### src/rtl/muxl1_serializer.sv
// Lane serializer: captures a group of LANES parallel lanes and emits them
// one per clock, lowest lane first, tagged with the source lane index.
module muxl1_serializer #(
  parameter int WIDTH        = 8,
  parameter int LANES        = 4,
  parameter int SKIP_INVALID = 0,
  localparam int IW          = $clog2(LANES)
) (
  input  logic                   clk_f,
  input  logic                   reset_L,
  input  logic [WIDTH*LANES-1:0] data_in,
  input  logic [LANES-1:0]       valid_in,
  input  logic                   load,
  output logic                   ready,
  output logic [WIDTH-1:0]       data_out,
  output logic                   valid_out,
  output logic [IW-1:0]          lane_out,
  output logic                   overrun
);

  localparam bit SKIP = (SKIP_INVALID != 0);

  typedef enum logic {IDLE, SHIFT} state_t;

  state_t            state_reg, state_next;
  logic [IW-1:0]     ptr_reg, ptr_next;
  logic [WIDTH-1:0]  hold_data_reg  [LANES];
  logic              hold_valid_reg [LANES];

  logic [LANES-1:0]  above_mask;
  logic [IW-1:0]     in_first;
  logic [IW-1:0]     skip_next;
  logic              skip_more;
  logic              last_slot;
  logic              accept;
  logic              take;
  logic [IW-1:0]     first_lane;

  // Holding registers, one lane per generate iteration.
  for (genvar gi = 0; gi < LANES; gi++) begin : g_lane
    assign above_mask[gi] = hold_valid_reg[gi] && (gi > int'(ptr_reg));

    always_ff @(posedge clk_f) begin
      if (!reset_L) begin
        hold_data_reg[gi]  <= '0;
        hold_valid_reg[gi] <= 1'b0;
      end else if (take) begin
        hold_data_reg[gi]  <= data_in[gi*WIDTH +: WIDTH];
        hold_valid_reg[gi] <= valid_in[gi];
      end
    end
  end

  // Lowest set bit of the incoming valid mask and of the pending lanes above ptr.
  always_comb begin
    in_first  = '0;
    skip_next = '0;
    for (int i = LANES - 1; i >= 0; i--) begin
      if (valid_in[i])   in_first  = IW'(i);
      if (above_mask[i]) skip_next = IW'(i);
    end
  end

  assign skip_more  = |above_mask;
  assign last_slot  = (state_reg == SHIFT) &&
                      (SKIP ? !skip_more : (ptr_reg == IW'(LANES - 1)));
  assign ready      = reset_L && ((state_reg == IDLE) || last_slot);
  assign accept     = load && ready;
  // In skip mode an all-invalid group has nothing to emit, so it is not taken.
  assign take       = accept && (!SKIP || (|valid_in));
  assign first_lane = SKIP ? in_first : '0;

  always_comb begin
    state_next = state_reg;
    ptr_next   = ptr_reg;
    case (state_reg)
      IDLE: begin
        if (take) begin
          state_next = SHIFT;
          ptr_next   = first_lane;
        end
      end
      SHIFT: begin
        if (take) begin
          ptr_next = first_lane;
        end else if (last_slot) begin
          state_next = IDLE;
        end else begin
          ptr_next = SKIP ? skip_next : ptr_reg + IW'(1);
        end
      end
      default: state_next = IDLE;
    endcase
  end

  always_ff @(posedge clk_f) begin
    if (!reset_L) begin
      state_reg <= IDLE;
      ptr_reg   <= '0;
      data_out  <= '0;
      valid_out <= 1'b0;
      lane_out  <= '0;
      overrun   <= 1'b0;
    end else begin
      state_reg <= state_next;
      ptr_reg   <= ptr_next;
      if (load && !ready) overrun <= 1'b1;
      if (state_reg == SHIFT) begin
        data_out  <= hold_valid_reg[ptr_reg] ? hold_data_reg[ptr_reg] : '0;
        valid_out <= hold_valid_reg[ptr_reg];
        lane_out  <= ptr_reg;
      end else begin
        // lane_out keeps the last emitted index while idle.
        data_out  <= '0;
        valid_out <= 1'b0;
      end
    end
  end

endmodule

### config.mk
export PLATFORM = sky130hd
export DESIGN_NAME = muxl1_serializer
export DESIGN_NICKNAME = d
export VERILOG_FILES = /design/src/rtl/muxl1_serializer.sv
export SDC_FILE = /design/constraint.sdc
export NUM_CORES = 1
export LEC_CHECK = 0
export CORE_MARGIN = 4
export CORE_UTILIZATION = 65
export CTS_CLUSTER_SIZE = 10
export DETAILED_ROUTE_END_ITERATION = 10
export DONT_BUFFER_PORTS = 1
export GPL_ROUTABILITY_DRIVEN = 0
export PLACE_DENSITY_LB_ADDON = 0.2
export SYNTH_ARGS = -nofsm -noshare
export SYNTH_HDL_FRONTEND = slang
export SYNTH_SLANG_ARGS = --single-unit
### constraint.sdc
create_clock -name clk_f -period 3.8 [get_ports clk_f]
set_input_delay 0.76 -clock clk_f [delete_from_list [all_inputs] [get_ports clk_f]]
set_output_delay 0.76 -clock clk_f [all_outputs]
set_load 0.02 [all_outputs]
# Yosys cells after proc, flatten, opt, wreduce, memory -nomap -nowiden
# Memory sizes are Yosys's and may differ from the RTL's. A register that Yosys moved wholly into a read port is not among the register bits.
# Cells that the tools add are included.
word_totals:
  input_bits: 39
  ramBits: 36
  register_bits: 7
  word_cells: 51
  n_memories: 2
  output_inout_bits: 13
memory_table:
  columns: ["memory", "words", "width", "rd", "rd_ports_with_merged_regs", "wr", "line_no", "text"]
  rows:
  - ["hold_data_reg", 4, 8, 1, 1, 4, "27", "logic [WIDTH-1:0] hold_data_reg [LANES];"]
  - ["hold_valid_reg", 4, 1, 1, 1, 4, "28", "logic hold_valid_reg [LANES];"]
op_classes:
  n_eq_ne: 3
  mux: 21
  bitwise_logic: 9
  reduce_logical: 10
  n_addsub: 1
ops:
  columns: ["operator", "n"]
  rows:
  - ["two-way mux 8 bit", 4]
  - ["two-way mux 1 bit", 10]
  - ["two-way mux 2 bit", 5]
  - ["bitwise OR 1 bit", 8]
  - ["logical AND 1 bit", 4]
  - ["case mux 2 bit (2 select lines)", 1]
  - ["AND reduction 2 bit", 2]
  - ["!= test 3 x 2 -> 1 bit, second input constant", 1]
  - ["AND reduction 3 bit", 1]
  - ["adder 2 x 1 -> 2 bit, second input constant", 1]
  - ["== test 2 bit, second input constant", 1]
  - ["zero test 1 bit", 2]
  - ["!= test 2 bit, second input constant", 1]
  - ["case mux 1 bit (2 select lines)", 1]
  - ["logical OR 1 bit", 1]
  - ["NOT 1 bit", 1]

# Logic depth before layout (Yosys ltp)
# Gate-level depths: netlist of run 1.
logic_depth:
  ltp_word: 9
  depth_mapped: 6
  depth_no_buf: 4

# Worst setup path before layout of run 1
# OpenSTA, ideal clock, no wires.
synth_timing:
  path_type: "input -> register"
  from: "input load"
  to: "memory hold_data_reg[0][0] (enable)"
  setup_slack_ns: 1.463
  n_path_buf: 1
  arrival_time_ns: 1.939
  setup_ns: 0.398
  t_required_ns: 3.402
  cell_stages: 3
  cell_sequence: "and3_4 -> buf_6 -> nand2b_1"
synth_lines:
  columns: ["item", "line_no", "text"]
  rows:
  - ["start: declaration", "13", "input logic load,"]
  - ["end: declaration", "27", null]

# Worst setup path after layout of run 1
layout_timing:
  from: "register ptr_reg[0]"
  to: "output ready"
layout_via:
  elab_chain_cells: 4
layout_rtl:
  columns: ["item", "line_no", "text"]
  rows:
  - ["start: declaration", "26", "logic [IW-1:0] ptr_reg, ptr_next;"]
  - ["start signal: assignment", "106", "ptr_reg <= ptr_next;"]
  - ["== test 2 bit", "66", "(SKIP ? !skip_more : (ptr_reg == IW'(LANES - 1)));"]
  - ["logical AND 1 bit", "65", "assign last_slot = (state_reg == SHIFT) &&"]
  - ["logical OR 1 bit", "67", "assign ready = reset_L && ((state_reg == IDLE) || last_slot);"]
  - ["logical AND 1 bit", "67", null]
  - ["end: declaration", "14", "output logic ready,"]
# Every way passes these cells.

==> results of run 1 <==
[cells by family after synthesis]
group / synth area share
DFF: 0.638
adders and majority gates: 0.00566
and+or+nand+nor: 0.201
muxes: 0.0995
AOI/OAI and AO/OA: 0.0271
buffers and inverters: 0.0288
[worst reg2reg max path, delay by kind of cell (launching register included)]
family | cells | cell delay, ns
AND/OR/NAND/NOR | 3 | 0.79
buffers and inverters | 1 | 0.26
flip-flops | 1 | 0.76
adder cells (fa/ha/maj) | 1 | 0.27
[worst paths after layout]
path,slack [ns],startpoint,cells past startpoint,to
setup / recovery,1.25,ptr_reg[0]$_SDFFE_PN0P_,3,ready
hold / removal,0.49,hold_valid_reg[2]$_DFF_P_,2,hold_valid_reg[2]$_DFF_P_
setup reg to reg,1.42,ptr_reg[0]$_SDFFE_PN0P_,5,hold_data_reg[3][7]$_SDFFCE_PN0P_
hold reg to reg,0.49,hold_valid_reg[2]$_DFF_P_,2,hold_valid_reg[2]$_DFF_P_
[synth_stat cells]
| library cell | instances |
|---|---|
| sky130_fd_sc_hd__o22a_1 | 1 |
| sky130_fd_sc_hd__nand4_1 | 1 |
| sky130_fd_sc_hd__nand2b_2 | 1 |
| sky130_fd_sc_hd__buf_6 | 4 |
| sky130_fd_sc_hd__o21ai_2 | 1 |
| sky130_fd_sc_hd__edfxtp_1 | 35 |
| sky130_fd_sc_hd__nand3b_1 | 2 |
| sky130_fd_sc_hd__nor2_1 | 1 |
| sky130_fd_sc_hd__nor2b_1 | 12 |
| sky130_fd_sc_hd__a21oi_1 | 1 |
| sky130_fd_sc_hd__nand2b_1 | 1 |
| sky130_fd_sc_hd__and2_4 | 29 |
| sky130_fd_sc_hd__nand2_1 | 2 |
| sky130_fd_sc_hd__o21a_1 | 3 |
| sky130_fd_sc_hd__buf_4 | 1 |
| sky130_fd_sc_hd__inv_1 | 1 |
| sky130_fd_sc_hd__and2_1 | 7 |
| sky130_fd_sc_hd__mux4_2 | 8 |
| sky130_fd_sc_hd__mux2i_1 | 4 |
| sky130_fd_sc_hd__nor3b_1 | 1 |
| sky130_fd_sc_hd__a21boi_0 | 2 |
| sky130_fd_sc_hd__clkbuf_1 | 2 |
| sky130_fd_sc_hd__and3_4 | 1 |
| sky130_fd_sc_hd__dfxtp_1 | 18 |
| sky130_fd_sc_hd__ha_1 | 1 |
| sky130_fd_sc_hd__nand3_1 | 1 |
[cell type report]
| type | instances | area share |
|---|---|---|
| sequential | 53 | 0.619 |
| timing repair buffer | 2 | 0.00658 |
| inverter | 1 | 0.00165 |
| clock buffer | 8 | 0.0258 |
| multi-input combinational | 80 | 0.323 |
| tap | 44 | 0.0241 |
[per-stage QoR]
step	instance area, um^2	cells	hold slack, ns	power [mW]
after floorplan	2210	141	0.446	0.744
after global placement	2220	180	0.459	0.749
after detailed placement	2220	180	0.460	0.753
after CTS	2280	188	0.485	0.992
after global routing	2280	188	0.505	1.02
final	2280	188	0.485	0.982
[routing by layer]
layer  up-vias  GRT usage  wire [um]
met1       499      0.191       1210
met3         2     0.0493        185
met4         0     0.0381         15
met2        33      0.279       1680
li1        500          -          -
met5         -          0          0
[cell usage in the layout, fill, tap and decap left out, drive strengths merged, types with 3 or more instances in the layout]
cell type and n:
and2 36, clkbuf 8, dfxtp 18, edfxtp 35, mux2i 4, mux4 8
nor2b 12, o21a 3
[power breakdown]
part	switching [mW]	internal, mW	leakage [nW]
logic	0.0279	0.0424	0.289
clock network	0.152	0.0918	0.0326
registers	0.0188	0.649	0.517
==> flow_metrics.py, run 1 <==
metrics = {
    "outcome": {
        "status": "completed",
    },
    "floorplan": {
        "effective_utilization_at_floorplan": 0.702,
        "die_area_mm2": 0.00440,
        "rows": 20,
        "core_area_mm2": 0.00315,
        "die_height_um": 66.3,
        "floorplan.die.width_um": 66.3,
        "top_level_ports": 52,
    },
    "critical_path": {
        "worst_path_largest_cell_delay_ns": 0.76,
        "path_max_fanout": 12,
        "criticalPathCategory": "flop to primary output",
        "worst-path-buf-inv": 0,
        "end_kind": "primary output",
        "path_cells": "ha_1 > nand2b_2 > and2_1",
        "path_delay_family": "flip-flops",
        "worstPathRequired_ns": 3.04,
        "slowest_stage": "sky130_fd_sc_hd__dfxtp_1",
        "critPathArrivalTime_ns": 1.79,
        "crit_path_start_kind": "flop",
    },
    "power_and_ir_drop": {
        "ir_worst_vdd_mv": 0.282,
        "power-per-cell-area_mw_per_mm2": 430,
        "leakage_power_nw": 0.838,
    },
    "route": {
        "vias": 1034,
        "firstDrtPassIters": 4,
        "route.detailed.wl_per_inst_um": 16.4,
        "drc": 0,
        "wl_mm": 3.09,
        "ant_nets": 0,
        "drt-initial-drc-count": 54,
        "route.detailed.vias_per_inst": 5.50,
    },
    "grt": {
        "grt_util_all_layers": 0.159,
        "globalRouteOverflowTotal": 0,
        "global_route_wire_length_before_repair_mm": 5.06,
        "initial_antenna_violation_count": 0,
        "grt_start_max_net_pins": 38,
        "grt_pass1_vias": 1086,
    },
    "synthesis": {
        "synth-seq-area-share": 0.638,
        "synth_cell_type_count": 26,
        "synth_nets": 181,
        "yosys-top-cells-area": "sky130_fd_sc_hd__edfxtp_1 48%, sky130_fd_sc_hd__dfxtp_1 16%, sky130_fd_sc_hd__and2_4 11%",
        "post_synth_design_cell_area_mm2": 0.00221,
        "syn-mean-instance-area_um2": 15.7,
        "post-synth-top-area-fraction": 0.475,
        "yosysWarningCount": 0,
        "synth_top_cell_by_area": "sky130_fd_sc_hd__edfxtp_1",
        "ys_seq_elements": 53,
        "syn_inst": 141,
    },
    "clock_tree": {
        "cts_buffer_depth": 2,
        "tritoncts": "yes",
        "tritoncts_num_sinks": 53,
        "cts_buffers": 5,
        "postCtsSetupBuffers": 0,
        "cts_max_level": 2,
        "cts_hold_buf": 0,
        "cts_root_buffer": "sky130_fd_sc_hd__clkbuf_4",
        "postCtsResizedCells": 0,
        "cts_clock_pin_slew_for_the_worst_setup_and_hold_paths_ns": 0.13,
        "clk-insertion-delay-late_ns": 0.34,
    },
    "layout": {
        "n_antenna_cell": 0,
        "fillers": 233,
        "multi_input_area_um2": 737,
        "finalNetCount": 183,
        "drive_gt1_frac": 0.333,
        "final_core_utilization": 0.723,
        "max_ffs_per_register": 32,
        "layout-area-overhead-vs-synth_pct": 3.11,
        "seq_area_mm2": 0.00141,
    },
    "timing": {
        "final_max_slew_viol_count": 0,
        "final_hold_viol_count": 0,
        "worst_slew_margin_rel": 0.570,
        "finalClockSkew_ns": 0.00816,
        "finalWorstSetupSlack_ns": 1.25,
        "summed_negative_setup_slack_over_all_endpoints_ns": 0,
        "final_period_minus_worst_setup_slack_ns": 2.55,
        "grt_setup_unrepaired": "no",
        "setup-violations-final": 0,
        "period_share": 0.672,
        "timing.fmax_mhz": 392,
        "tightestPinTransition_ns": 0.644,
    },
    "place": {
        "port_buffers": 0,
        "place_hpwl_mm": 2.22,
        "dp_slack_ns": 1.39,
    },
    "min_path": {
        "timing.hold.worst.class": "flop to flop",
    },
    "run": {
        "max_cap_viol_count": 0,
    },
}
Note: power is estimated with default switching activity, not from simulation.
==> run 2, diff against run 1 <==
- CORE_UTILIZATION: 65 -> 61
- clock period: 3.8 -> 2.5 ns (I/O delays scaled with it)
==> flow_metrics.py, run 2 (synthesized netlist as in run 1, its figures left out) <==
metrics = {
    "grt": {
        "grt_start_max_net_pins": 38,
        "global_route_wire_length_before_repair_mm": 4.89,
        "grt_pass1_vias": 1031,
        "initial_antenna_violation_count": 0,
        "grt_util_all_layers": 0.152,
        "globalRouteOverflowTotal": 0,
    },
    "layout": {
        "final_common_cell": "sky130_fd_sc_hd__edfxtp_1",
        "finalNetCount": 185,
        "n_antenna_cell": 0,
        "layout-area-overhead-vs-synth_pct": 5.26,
        "max_ffs_per_register": 32,
        "layout_common_cells": "35 x sky130_fd_sc_hd__edfxtp_1, 29 x sky130_fd_sc_hd__and2_4, 18 x sky130_fd_sc_hd__dfxtp_1",
        "drive_gt1_frac": 0.356,
    },
    "timing": {
        "finalClockSkew_ns": 0.0151,
        "worst_hold_slack_ns": 0.238,
        "final_hold_viol_count": 0,
        "timing.fmax_mhz": 501,
        "grt_setup_unrepaired": "no",
        "final_max_slew_viol_count": 0,
        "worst_slew_margin_rel": 0.745,
        "final_period_minus_worst_setup_slack_ns": 2.00,
        "summed_negative_setup_slack_over_all_endpoints_ns": 0,
        "tightestPinTransition_ns": 0.382,
        "period_share": 0.799,
        "setup-violations-final": 0,
    },
    "clock_tree": {
        "cts_max_level": 2,
        "tritoncts_num_sinks": 53,
        "cts_buffers": 5,
        "cts_root_buffer": "sky130_fd_sc_hd__clkbuf_4",
        "cts_buffer_depth": 2,
        "clk-insertion-delay-late_ns": 0.37,
        "cts_hold_buf": 0,
        "postCtsSetupBuffers": 0,
        "postCtsResizedCells": 0,
        "cts_clock_pin_slew_for_the_worst_setup_and_hold_paths_ns": 0.14,
        "tritoncts": "yes",
    },
    "power_and_ir_drop": {
        "leakage_power_nw": 0.861,
        "power.switching_fraction": 0.202,
        "power.switching_uw": 327,
        "power-per-cell-area_mw_per_mm2": 694,
        "comb_power_share": 0.073,
        "clockPowerShare": 0.304,
        "internal-power_mw": 1.29,
        "ir_worst_vdd_mv": 0.569,
        "seqPwrFrac": 0.623,
    },
    "critical_path": {
        "critPathArrivalTime_ns": 2.06,
        "end_kind": "flop",
        "crit_path_start_kind": "flop",
        "path_max_fanout": 37,
        "ff2ff_setup_slack_ns": 0.50,
        "criticalPathCategory": "flop to flop",
        "worstPathRequired_ns": 2.56,
    },
    "route": {
        "vias": 1041,
        "firstDrtPassIters": 4,
        "drt-initial-drc-count": 44,
        "route.detailed.wl_per_inst_um": 16.6,
        "ant_nets": 0,
        "wl_mm": 3.18,
        "drc": 0,
        "route.detailed.vias_per_inst": 5.42,
    },
    "floorplan": {
        "top_level_ports": 52,
        "core_area_mm2": 0.00342,
        "die_height_um": 68.2,
        "floorplan.die.width_um": 68.2,
        "effective_utilization_at_floorplan": 0.648,
        "die_area_mm2": 0.00465,
        "rows": 21,
    },
    "outcome": {
        "status": "completed",
    },
    "run": {
        "max_cap_viol_count": 0,
    },
    "place": {
        "place_hpwl_mm": 2.22,
        "port_buffers": 0,
    },
    "min_path": {
        "timing.hold.worst.class": "input pin to flop",
    },
}
## run 2: cell count changes in the layout (fill, tap and decap cells not counted)
| cell | change |
|---|---|
| sky130_fd_sc_hd__buf_4 | +2 |
| sky130_fd_sc_hd__clkinvlp_4 | +1 |
| sky130_fd_sc_hd__bufinv_16 | +1 |
| sky130_fd_sc_hd__clkbuf_1 | -2 |
## run 2: worst paths after layout
kind / start / to / cells after the start
min reg2reg: hold_valid_reg[2]$_DFF_P_ / hold_valid_reg[2]$_DFF_P_ / 2
min: reset_L / ptr_reg[0]$_SDFFE_PN0P_ / 1
max: ptr_reg[0]$_SDFFE_PN0P_ / hold_data_reg[1][2]$_SDFFCE_PN0P_ / 5
max reg2reg: ptr_reg[0]$_SDFFE_PN0P_ / hold_data_reg[1][2]$_SDFFCE_PN0P_ / 5
## run 2: layer usage
metal / vias to the layer above / GRT usage / share of wire
li1: 507 / - / -
met1: 487 / 0.180 / 0.41
met2: 42 / 0.249 / 0.51
met3: 5 / 0.0427 / 0.065
met4: 0 / 0.0819 / 0.017
met5: - / 0 / 0
## run 2: stage by stage
stage	power (mW)	std cells	setup slack, ns	util	instance area, um^2
5_1_grt	1.68	192	0.399	0.682	2330
6_report	1.62	192	0.504	0.682	2330
3_3_place_gp	1.14	184	0.653	0.656	2240
3_5_place_dp	1.15	184	0.596	0.656	2240
2_1_floorplan	1.13	141	0.254	-	2210
4_1_cts	1.63	192	0.496	0.682	2330
## run 2: cell type report
class | instances | area [um^2]
Clock buffer | 6 | 51.3
Clock inverter | 2 | 37.5
Fill cell | 242 | 1090
Inverter | 1 | 3.75
Multi-Input combinational cell | 80 | 737
Sequential cell | 53 | 1410
Tap cell | 46 | 57.6
Timing Repair Buffer | 4 | 30.0
## run 2: power groups by stage
stage               sequential (mW)  combinational (mW)  clock, mW
floorplan                      1.02               0.107          0
global placement               1.03               0.115          0
detailed placement             1.03               0.118          0
CTS                            1.01               0.119      0.501
global route                   1.01               0.129      0.543
finish                         1.01               0.117      0.492
## run 2: critical path, cell delays in order, from the launching register on
cell and delay, ns:
sky130_fd_sc_hd__dfxtp_1 0.38, sky130_fd_sc_hd__ha_1 0.19, sky130_fd_sc_hd__nand2b_2 0.18, sky130_fd_sc_hd__and3_4 0.44, sky130_fd_sc_hd__nand2b_1 0.20, sky130_fd_sc_hd__buf_4 0.29
==> run 3, diff against run 2 <==
- CORE_UTILIZATION: 61 -> 55
- clock period: 2.5 -> 1.6 ns (I/O delays scaled with it)
==> flow_metrics.py, run 3 (synthesized netlist as in run 1, its figures left out) <==
metrics = {
    "outcome": {
        "status": "completed",
    },
    "route": {
        "route.detailed.vias_per_inst": 5.54,
        "drt-initial-drc-count": 53,
        "drc": 0,
        "route.detailed.wl_per_inst_um": 16.5,
        "ant_nets": 0,
        "wl_mm": 3.25,
        "vias": 1092,
        "firstDrtPassIters": 5,
    },
    "clock_tree": {
        "cts_clock_pin_slew_for_the_worst_setup_and_hold_paths_ns": 0.08,
        "tritoncts_num_sinks": 53,
        "postCtsSetupBuffers": 0,
        "cts_buffers": 5,
        "cts_hold_buf": 0,
        "cts_root_buffer": "sky130_fd_sc_hd__clkbuf_8",
        "clk-insertion-delay-late_ns": 0.29,
        "cts_max_level": 2,
        "cts_buffer_depth": 2,
        "postCtsResizedCells": 0,
        "tritoncts": "yes",
    },
    "timing": {
        "final_period_minus_worst_setup_slack_ns": 1.52,
        "setup-violations-final": 0,
        "final_max_slew_viol_count": 0,
        "tightestPinTransition_ns": 0.354,
        "period_share": 0.952,
        "final_hold_viol_count": 0,
        "grt_setup_unrepaired": "no",
        "finalClockSkew_ns": 0.00543,
        "summed_negative_setup_slack_over_all_endpoints_ns": 0,
        "worst_slew_margin_rel": 0.764,
        "timing.fmax_mhz": 656,
    },
    "power_and_ir_drop": {
        "seqPwrFrac": 0.598,
        "ir_worst_vdd_mv": 0.638,
        "comb_power_share": 0.078,
        "internal-power_mw": 2.12,
        "power.switching_uw": 505,
        "clockPowerShare": 0.323,
        "power.switching_fraction": 0.192,
        "leakage_power_nw": 0.899,
        "power-per-cell-area_mw_per_mm2": 1090,
    },
    "grt": {
        "grt_util_all_layers": 0.140,
        "grt_start_max_net_pins": 26,
        "global_route_wire_length_before_repair_mm": 5.33,
        "grt_pass1_vias": 1157,
        "globalRouteOverflowTotal": 0,
        "initial_antenna_violation_count": 0,
    },
    "layout": {
        "finish.cell_count_without_fillers": 197,
        "drive_gt1_frac": 0.376,
        "layout-area-overhead-vs-synth_pct": 9.16,
        "final_common_cell": "sky130_fd_sc_hd__edfxtp_1",
        "n_antenna_cell": 0,
        "max_ffs_per_register": 32,
        "layout_common_cells": "35 x sky130_fd_sc_hd__edfxtp_1, 29 x sky130_fd_sc_hd__and2_4, 16 x sky130_fd_sc_hd__dfxtp_1",
        "final_core_utilization": 0.640,
        "finalNetCount": 188,
    },
    "place": {
        "place_hpwl_mm": 2.42,
        "dp.cells": 189,
        "port_buffers": 0,
    },
    "min_path": {
        "holdPathEnd": "ptr_reg[0]$_SDFFE_PN0P_",
        "holdCritStartpoint": "reset_L",
        "hold-path-cell-count": 1,
        "timing.hold.worst.class": "input pin to flop",
    },
    "critical_path": {
        "criticalPathCategory": "flop to flop",
        "startpoint": "ptr_reg[0]$_SDFFE_PN0P_",
        "crit_path_start_kind": "flop",
        "critPathArrivalTime_ns": 1.53,
        "timing.rr.end": "hold_data_reg[3][6]$_SDFFCE_PN0P_",
        "worst-path-buf-inv": 1,
        "path_delay_family": "simple AND/OR/NAND/NOR gates",
        "path_max_fanout": 21,
        "ff2ff_setup_slack_ns": 0.08,
        "worst_path_largest_cell_delay_ns": 0.33,
        "r2r.worst_path.cells": 5,
        "slowest_stage": "sky130_fd_sc_hd__dfxtp_2",
        "path_cells": "ha_1 > nand2b_4 > and3_4 > nand2b_4 > buf_12",
        "worstPathRequired_ns": 1.61,
        "worst_r2r_startpoint": "ptr_reg[0]$_SDFFE_PN0P_",
        "cp_common_cell": "sky130_fd_sc_hd__nand2b_4",
        "end_kind": "flop",
    },
    "floorplan": {
        "core_area_mm2": 0.00377,
        "effective_utilization_at_floorplan": 0.587,
        "top_level_ports": 52,
        "rows": 22,
        "die_area_mm2": 0.00510,
        "die_height_um": 71.4,
        "floorplan.die.width_um": 71.4,
    },
    "run": {
        "max_cap_viol_count": 0,
    },
}
[run 3: changes by cell type in the layout (fill, tap and decap cells not counted), moves of 2 or more]
cell	change
sky130_fd_sc_hd__dfxtp_2	+2
sky130_fd_sc_hd__dfxtp_1	-2
sky130_fd_sc_hd__nand2b_4	+2
sky130_fd_sc_hd__clkbuf_4	-5
sky130_fd_sc_hd__clkbuf_8	+4
sky130_fd_sc_hd__buf_12	+2
[run 3: area by class of cell]
class	count	area [um^2]
Sequential cell	53	1410
Tap cell	48	60.1
Fill cell	286	1360
Inverter	1	3.75
Clock inverter	2	33.8
Timing Repair Buffer	7	81.3
Multi-Input combinational cell	80	749
Clock buffer	6	72.6
[run 3: how the worst max path moves through the flow]
stage / to / slack [ns] / cells past startpoint
detailed placement: hold_data_reg[3][5]$_SDFFCE_PN0P_ / 0.08 / 5
finish: hold_data_reg[3][6]$_SDFFCE_PN0P_ / 0.08 / 5
global placement: hold_data_reg[0][5]$_SDFFCE_PN0P_ / 0.1 / 5
floorplan: hold_data_reg[0][0]$_SDFFCE_PN0P_ / 0.001 / 5
CTS: hold_data_reg[1][7]$_SDFFCE_PN0P_ / 0.06 / 5
global route: hold_data_reg[0][1]$_SDFFCE_PN0P_ / 0.01 / 5
[run 3: routing by layer]
metal,vias to the layer above,share of wire,global-route usage
met5,-,0,0
met1,535,0.35,0.150
li1,515,-,-
met3,6,0.071,0.0575
met4,0,0.015,0.0501
met2,36,0.56,0.249
[run 3: power groups by stage]
stage	Clock, mW	Sequential, mW	Combinational (mW)
floorplan	0	1.60	0.170
global placement	0	1.60	0.202
detailed placement	0	1.61	0.208
CTS	0.883	1.57	0.210
global route	0.935	1.58	0.225
finish	0.850	1.57	0.205
[run 3: stage by stage]
step	power, mW	hold WS (ns)	setup slack (ns)	cell area (um^2)
finish	2.63	0.142	0.0766	2410
global route	2.74	0.124	0.0106	2410
CTS	2.67	0.130	0.0586	2410
detailed placement	1.81	0.442	0.0772	2300
global placement	1.80	0.445	0.0959	2300
floorplan	1.77	0.444	0.00133	2230
